<file path="src/rtl/tdm_demux4.sv">
// Four-channel TDM receiver: frame alignment from fsync, MSB-first slot
// assembly, and registered per-channel words with one-cycle valid pulses.
module tdm_demux4 #(
  parameter int unsigned WIDTH = 8
) (
  input  logic             clk,
  input  logic             rst,
  input  logic             in,
  input  logic             in_valid,
  input  logic             fsync,
  output logic [WIDTH-1:0] out0,
  output logic [WIDTH-1:0] out1,
  output logic [WIDTH-1:0] out2,
  output logic [WIDTH-1:0] out3,
  output logic [3:0]       out_valid,
  output logic             frame_done,
  output logic             locked,
  output logic             sync_err
);

  localparam int unsigned CW = (WIDTH > 1) ? $clog2(WIDTH) : 1;
  localparam logic [CW-1:0] LAST_BIT = CW'(WIDTH - 1);

  typedef enum logic {HUNT, LOCK} state_t;

  state_t           state, state_n;
  logic [CW-1:0]    bit_cnt, bit_cnt_n;
  logic [1:0]       slot_cnt, slot_cnt_n;
  // Only the low WIDTH-1 shifted bits are ever observed, so the MSB is not stored.
  logic [WIDTH-2:0] sh, sh_n;
  logic [WIDTH-1:0] word;
  logic [WIDTH-1:0] ch   [4];
  logic [WIDTH-1:0] ch_n [4];
  logic [3:0]       valid_n;
  logic             done_n, err_n, frame_start;

  always_comb begin
    state_n     = state;
    bit_cnt_n   = bit_cnt;
    slot_cnt_n  = slot_cnt;
    sh_n        = sh;
    ch_n        = ch;
    valid_n     = '0;
    done_n      = 1'b0;
    err_n       = 1'b0;
    word        = {sh, in};
    frame_start = (bit_cnt == '0) && (slot_cnt == 2'd0);

    if (in_valid) begin
      unique case (state)
        HUNT: begin
          if (fsync) begin
            state_n    = LOCK;
            sh_n       = '0;
            sh_n[0]    = in;
            bit_cnt_n  = CW'(1);
            slot_cnt_n = 2'd0;
          end
        end
        LOCK: begin
          if (fsync && !frame_start) begin
            // Misplaced sync: drop the partial slot and restart the frame on this bit.
            err_n      = 1'b1;
            sh_n       = '0;
            sh_n[0]    = in;
            bit_cnt_n  = CW'(1);
            slot_cnt_n = 2'd0;
          end else if (!fsync && frame_start) begin
            err_n   = 1'b1;
            state_n = HUNT;
          end else begin
            sh_n = word[WIDTH-2:0];
            if (bit_cnt == LAST_BIT) begin
              ch_n[slot_cnt]    = word;
              valid_n[slot_cnt] = 1'b1;
              done_n            = (slot_cnt == 2'd3);
              bit_cnt_n         = '0;
              slot_cnt_n        = slot_cnt + 2'd1;
            end else begin
              bit_cnt_n = bit_cnt + CW'(1);
            end
          end
        end
        default: state_n = HUNT;
      endcase
    end
  end

  always_ff @(posedge clk or posedge rst) begin
    if (rst) begin
      state      <= HUNT;
      bit_cnt    <= '0;
      slot_cnt   <= '0;
      sh         <= '0;
      out_valid  <= '0;
      frame_done <= 1'b0;
      sync_err   <= 1'b0;
      for (int unsigned i = 0; i < 4; i++) ch[i] <= '0;
    end else begin
      state      <= state_n;
      bit_cnt    <= bit_cnt_n;
      slot_cnt   <= slot_cnt_n;
      sh         <= sh_n;
      out_valid  <= valid_n;
      frame_done <= done_n;
      sync_err   <= err_n;
      for (int unsigned i = 0; i < 4; i++) ch[i] <= ch_n[i];
    end
  end

  assign out0   = ch[0];
  assign out1   = ch[1];
  assign out2   = ch[2];
  assign out3   = ch[3];
  assign locked = (state == LOCK);

endmodule
</file>
<file path="config.mk">
export PLATFORM = sky130hd
export DESIGN_NAME = tdm_demux4
export DESIGN_NICKNAME = d
export VERILOG_FILES = /design/src/rtl/tdm_demux4.sv
export SDC_FILE = /design/constraint.sdc
export NUM_CORES = 1
export LEC_CHECK = 0
export ABC_AREA = 1
export BUFFER_PORTS_ARGS = -buffer_cell sky130_fd_sc_hd__buf_2
export CAP_MARGIN = 15
export CORE_ASPECT_RATIO = 1.25
export CORE_UTILIZATION = 58
export CTS_CLUSTER_SIZE = 28
export DETAILED_ROUTE_END_ITERATION = 8
export PLACE_DENSITY = 0.87
export SLEW_MARGIN = 10
export SYNTH_ARGS = -nofsm -noshare
export SYNTH_HDL_FRONTEND = slang
export SYNTH_SLANG_ARGS = --single-unit
</file>
<file path="constraint.sdc">
create_clock -name clk -period 5.65 [get_ports clk]
set_clock_uncertainty 0.1 [all_clocks]
set_input_delay 0 -clock clk [delete_from_list [all_inputs] [get_ports clk]]
set_output_delay 0 -clock clk [all_outputs]
set_load 0.05 [all_outputs]
</file>
==> run metrics, run 1 <==
Synth async-reset ratio=100%; first-pass GRT wire length=7.53 mm; maximum VDD drop=303 uV; Hold Fails Final Rpt=0; Resize count post-CTS=0; final worst-path cycle share=39.6%; Finished Layout Cells=333; Storage cell area=1250 sq um; height of the die=72.0 um; Rows=25; Max Root-Sink Buffers=2; Hold WS=0.0106 ns; number of top-level pins=44; Synth top area share=55.1%; final setup violation count=0; commonest cells in the netlist=nand2_1 (103), dfrtp_1 (50), o21ai_1 (30); Post-synth EDFFs=0; worst skew pair latency=0.30 ns; CP Data Arrival Time=2.39 ns; total number of vias=1817; power per cell area=397 nW/um^2; #FFs+latches synth=50; Slew HR=33.0%; post-synthesis sequential area ratio=55.1%; worst hold path type=in2reg; CTS sink cnt=50; Top Family by Delay on Critical Path=simple AND/OR/NAND/NOR gates; count leader, synth=nand2_1; Reg clk slew, reported paths=0.09 ns; Overflow after GRT=0; worst-path cell chain=inv_1 > ha_1 > nand2_1 > nor2_1 > ha_1 > nand3_4 > nor2_4 > nand2_1 > nand2_1; Synth Instances=244; drc violations=5; final wirelength=4.64 mm; # diodes=0; DR WL/cell=13.9 um; cell accounting for the most synthesized area=dfrtp_1; synth top area cells=dfrtp_1 (55%), nand2_1 (17%), o21ai_1 (6.6%); Final min period=2.24 ns; CP dominant cell by count=nand2_1; htree depth=2; CP Capture Type=flip-flop; Least-Margin Pin Slew=1.00 ns; Overall Global Routing Usage=24.0%; Synth Warn #=0; HPWL Detailed=3.21 mm; Antenna Nets Post-Route=0; iteration count of the initial detailed-routing pass=6; share of layout cells above drive strength 1=23.5%; leakage power=1.52 nW; CTS tree=yes; WS Path Type=reg2reg; Syn Nets=259; critical path's slowest cell=dfrtp_1; largest net degree at the start of global routing=51; Final Max Slew Viols=0; DRT iter0 DRCs=115; Vias/cell=5.46; Root Driver=clkbuf_8; status=finished, violations left; dpl cells=322; vias in the first global route=1716; die span in x=58.0 um; Worst Setup Start Kind=flip-flop; cts bufs inserted=5; P&R area growth vs syn=15.3%; area used by multi-input combinational logic=918 sq um; dpl ws=3.45 ns; Mapped Area=2270 sq um; Avg Inst Size Synth=9.31 sq um; Largest stage delay, worst path=0.42 ns; Final #Nets=307; # port buffers=43; worst endpoint required time=5.80 ns; GPL Wtd Cong=0.786; ys flop type=dfrtp_1; setup repair after global routing missed its margin=false; setup slack after layout=3.41 ns; crit-path max FO=36; initial antenna violation count=0; final setup TNS=0 ns; Die Area=4170 sq um; fill cell count=283; Achievable Freq=447 MHz; maxcap violations=0; Yosys cell types=17; failing checks=design-rule violations; core area=3750 sq um; WP buf/inv=1; initial core utilization=60.5%
-- sequential cells by signal (all words and copies together), names as in the netlist --
register,count
locked,1
out0,8
out_valid,3
slot_cnt,2
bit_cnt,3
out1,8
out3,8
frame_done,1
out2,8
sh,7
sync_err,1
-- metrics by stage --
| step | instance area (sq um) | total power [mW] | utilization (%) |
|---|---|---|---|
| detailed placement | 2480 | 0.817 | 66.2 |
| floorplan | 2270 | 0.754 | - |
| global route | 2620 | 1.10 | 69.8 |
| finish | 2620 | 1.04 | 69.8 |
| global placement | 2480 | 0.803 | 66.2 |
| CTS | 2620 | 1.04 | 69.8 |
-- power breakdown --
group / total, mW / switching [mW] / internal [mW] / leakage, nW
Clock: 0.228 / 0.116 / 0.112 / 0.0544
Combinational: 0.349 / 0.254 / 0.0946 / 0.786
Sequential: 0.463 / 0.0590 / 0.404 / 0.684
Total: 1.04 / 0.429 / 0.611 / 1.52
-- worst register-to-register path: cells and delay by family, from the launching register on --
family / cells / cell delay, ns
adders and majority gates: 2 / 0.56
buffers and inverters: 1 / 0.08
DFF: 1 / 0.42
and+or+nand+nor: 6 / 1.02
-- routing by layer --
layer  part of all wire, %  vias to the layer above  GRT usage, %
met5                     0                        -             0
met4                   2.5                        0          13.5
met3                   3.9                       11          3.21
met2                    53                       53          42.0
met1                    40                      878          27.9
li1                      -                      875             -
-- area by class of cell --
class,instances,area share (%)
flip-flops and latches,50,47.8
clock inverters,1,0.334
clock buffers,7,3.68
multi-input cells,176,35.1
inverters,13,1.86
well taps,40,1.91
repair buffers,46,9.36
-- what timing repair did --
| item | 4_1_cts | 5_1_grt |
|---|---|---|
| hold buffers | 3 | 0 |
| hold endpoints to repair | 57 | 0 |
| buffers inserted | 0 | 0 |
-- kinds of logic (layout without fill, tap and decap cells) --
group,Yosys count,count (layout),share of synthesized area [%]
buffers and inverters,18,67,4.46
and+or+nand+nor,126,126,24.8
adders and majority gates,10,10,5.51
DFF,50,50,55.1
AOI/OAI and AO/OA,40,40,10.1
-- worst paths after layout --
kind,slack (ns),from,endpoint,cells after the start
setup / recovery,3.41,slot_cnt[0],out3[3],9
hold / removal,0.01,fsync,locked,5
setup reg to reg,3.41,slot_cnt[0],out3[3],9
hold reg to reg,0.38,out1[0],out1[0],2
max in group asynchronous,4.44,rst,sh[4],3
min in group asynchronous,0.37,rst,out3[2],3
-- layout by cell type, fill, tap and decap left out, drive strengths merged --
master	count
inv	13
ha	10
o21ai	40
nand3	7
buf	43
dlygate4sd3	3
clkbuf	7
nand2	105
dfrtp	50
nor2	13
clkinv	1
nand4	1
Power figures use the tool's default switching activity.
==> run 2, diff against run 1 <==
Settings changed: ABC_AREA 1 to 0, CORE_UTILIZATION 58 to 53, PLACE_DENSITY 0.87 to 0.82.
Clock period 5.65 ns to 2.25 ns, I/O delays scaled along.
==> run metrics, run 2 <==
Overflow after GRT=0 (unchanged); CP Capture Type=flip-flop (unchanged); synth top area cells=dfrtp_1 (59%), mux2_2 (15%), ha_1 (5.9%) (was dfrtp_1 (55%), nand2_1 (17%), o21ai_1 (6.6%)); Syn Nets=167 (was 259); core area=3820 sq um (was 3750 sq um); dpl ws=-0.0919 ns (was 3.45 ns); first-pass GRT wire length=6.58 mm (was 7.53 mm); Hold Fails Final Rpt=0 (unchanged); Synth Instances=152 (was 244); commonest cells in the netlist=dfrtp_1 (50), mux2_2 (29), inv_1 (14) (was nand2_1 (103), dfrtp_1 (50), o21ai_1 (30)); # port buffers=43 (unchanged); Final #Nets=220 (was 307); P&R area growth vs syn=21.6% (was 15.3%); drc violations=0 (was 5); Final Max Slew Viols=0 (unchanged); Synth Warn #=0 (unchanged); leakage power=1.49 nW (was 1.52 nW); htree depth=2 (unchanged); power per cell area=1060 nW/um^2 (was 397 nW/um^2); Antenna Nets Post-Route=0 (unchanged); maxcap violations=0 (unchanged); Mapped Area=2120 sq um (was 2270 sq um); die span in x=58.6 um (was 58.0 um); worst endpoint required time=2.33 ns (was 5.80 ns); WS Path Type=reg2reg (unchanged); Rows=25 (unchanged); Worst Setup Start Kind=flip-flop (unchanged); Slew HR=33.6% (was 33.0%); GPL Wtd Cong=0.864 (was 0.786); vias in the first global route=1429 (was 1716); commonest non-fill, non-tap cell in the layout=dfrtp_1 (was nand2_1); CTS sink cnt=50 (unchanged); largest net degree at the start of global routing=51 (unchanged); total number of vias=1327 (was 1817); Achievable Freq=459 MHz (was 447 MHz); ys flop type=dfrtp_1 (unchanged); share of layout cells above drive strength 1=43.2% (was 23.5%); Post-synth EDFFs=0 (unchanged); cts bufs inserted=5 (unchanged); Avg Inst Size Synth=14.0 sq um (was 9.31 sq um); Max Root-Sink Buffers=2 (unchanged); post-synthesis sequential area ratio=59.0% (was 55.1%); Final min period=2.18 ns (was 2.24 ns); crit-path max FO=8 (was 36); Post-CTS Setup Bufs=0 (unchanged); HPWL Detailed=2.85 mm (was 3.21 mm); iteration count of the initial detailed-routing pass=4 (was 6); count leader, synth=dfrtp_1 (was nand2_1); Die Area=4260 sq um (was 4170 sq um); Root Driver=clkbuf_8 (unchanged); final worst-path cycle share=96.9% (was 39.6%); Vias/cell=5.10 (was 5.46); initial core utilization=55.6% (was 60.5%); #FFs+latches synth=50 (unchanged); # diodes=0 (unchanged); CTS tree=yes (unchanged); cell accounting for the most synthesized area=dfrtp_1 (unchanged); worst skew pair latency=0.30 ns (about the same); final setup TNS=0 ns (unchanged); number of top-level pins=44 (unchanged); setup repair after global routing missed its margin=false (unchanged); maximum VDD drop=651 uV (was 303 uV); CP Data Arrival Time=2.26 ns (was 2.39 ns); initial antenna violation count=0 (unchanged); height of the die=72.7 um (was 72.0 um); Yosys cell types=22 (was 17); setup slack after layout=0.0692 ns (was 3.41 ns); Least-Margin Pin Slew=0.995 ns (was 1.00 ns); Synth async-reset ratio=100% (unchanged); DRT iter0 DRCs=56 (was 115); worst hold path type=in2reg (unchanged); status=complete, no violations (was finished, violations left); Reg clk slew, reported paths=0.09 ns (about the same); Synth top area share=59.0% (was 55.1%); final setup violation count=0 (unchanged); final wirelength=4.01 mm (was 4.64 mm); DR WL/cell=15.4 um (was 13.9 um); Overall Global Routing Usage=21.5% (was 24.0%); commonest cells after routing, fill and taps aside=dfrtp_1 (50), buf_2 (43), mux2_2 (29) (was nand2_1 (103), dfrtp_1 (50), buf_2 (43))
[run 2: cell count changes in the layout (fill, tap and decap cells not counted), moves of 7 or more]
cell / before / now
mux2_2: 0 / 29
nand2_1: 103 / 10
nor2_1: 8 / 1
o21ai_1: 30 / 0
mux2i_1: 0 / 9
o21ai_2: 8 / 0
[run 2: through the flow]
step           cell area (sq um)  util [%]  power [mW]  std cells  hold WS [ns]
2_1_floorplan               2120         -        1.74        152       0.00411
3_3_place_gp                2400      62.8        1.92        248         0.139
3_5_place_dp                2400      62.8        1.97        248         0.160
4_1_cts                     2580      67.6        2.75        260        0.0224
5_1_grt                     2580      67.6        2.87        260        0.0545
6_report                    2580      67.6        2.73        260        0.0445
[run 2: metal layers]
metal,part of all wire (%),GRT usage (%)
met4,3.4,12.7
met3,4.3,5.50
met1,40,24.4
met5,0,0
met2,52,36.3
[run 2: path summary, 6_finish.rpt]
path,from,to,slack (ns),cells after the start
worst min-delay path,fsync,sync_err,0.04,4
worst min register to register,out2[3],out2[3],0.39,1
max in group asynchronous,rst,out3[5],1.05,3
worst max-delay path,slot_cnt[0],out3[1],0.07,8
worst max register to register,slot_cnt[0],out3[1],0.07,8
min in group asynchronous,rst,out_valid[0],0.37,3
[run 2: cell families (layout without fill, tap and decap cells)]
| group | count (synthesis) | in the layout | synth area share (%) |
|---|---|---|---|
| AOI/OAI and AO/OA | 6 | 6 | 1.59 |
| and+or+nand+nor | 24 | 24 | 6.78 |
| adders and majority gates | 10 | 10 | 5.90 |
| muxes | 44 | 44 | 22.8 |
| buffers and inverters | 18 | 72 | 3.95 |
| DFF | 50 | 50 | 59.0 |
[run 2: power breakdown]
group	internal, mW	switching (mW)
registers	1.04	0.132
clock network	0.474	0.284
logic	0.281	0.523
[run 2: repair_timing]
action / 4_1_cts / 5_1_grt
hold buffers: 4 / 0
endpoints found under the setup margin: 32 / 31
cloned: 0 / 0
endpoints found under the hold margin: 57 / 0
resized for setup: 1 / 1
[run 2: area by class of cell]
| type | instances | area [sq um] |
|---|---|---|
| inverters | 14 | 52.6 |
| flip-flops and latches | 50 | 1250 |
| fillers | 298 | 1230 |
| clock buffers | 6 | 82.6 |
| clock inverters | 2 | 60.1 |
| well taps | 54 | 67.6 |
| repair buffers | 50 | 278 |
| multi-input cells | 84 | 790 |
[run 2: critical path: stages, from the launching register on]
cell	delay, ns
dfrtp_1	0.39
inv_1	0.10
ha_1	0.22
nand3_1	0.11
inv_1	0.07
ha_1	0.30
and4_4	0.31
nand2_4	0.12
mux2_1	0.34
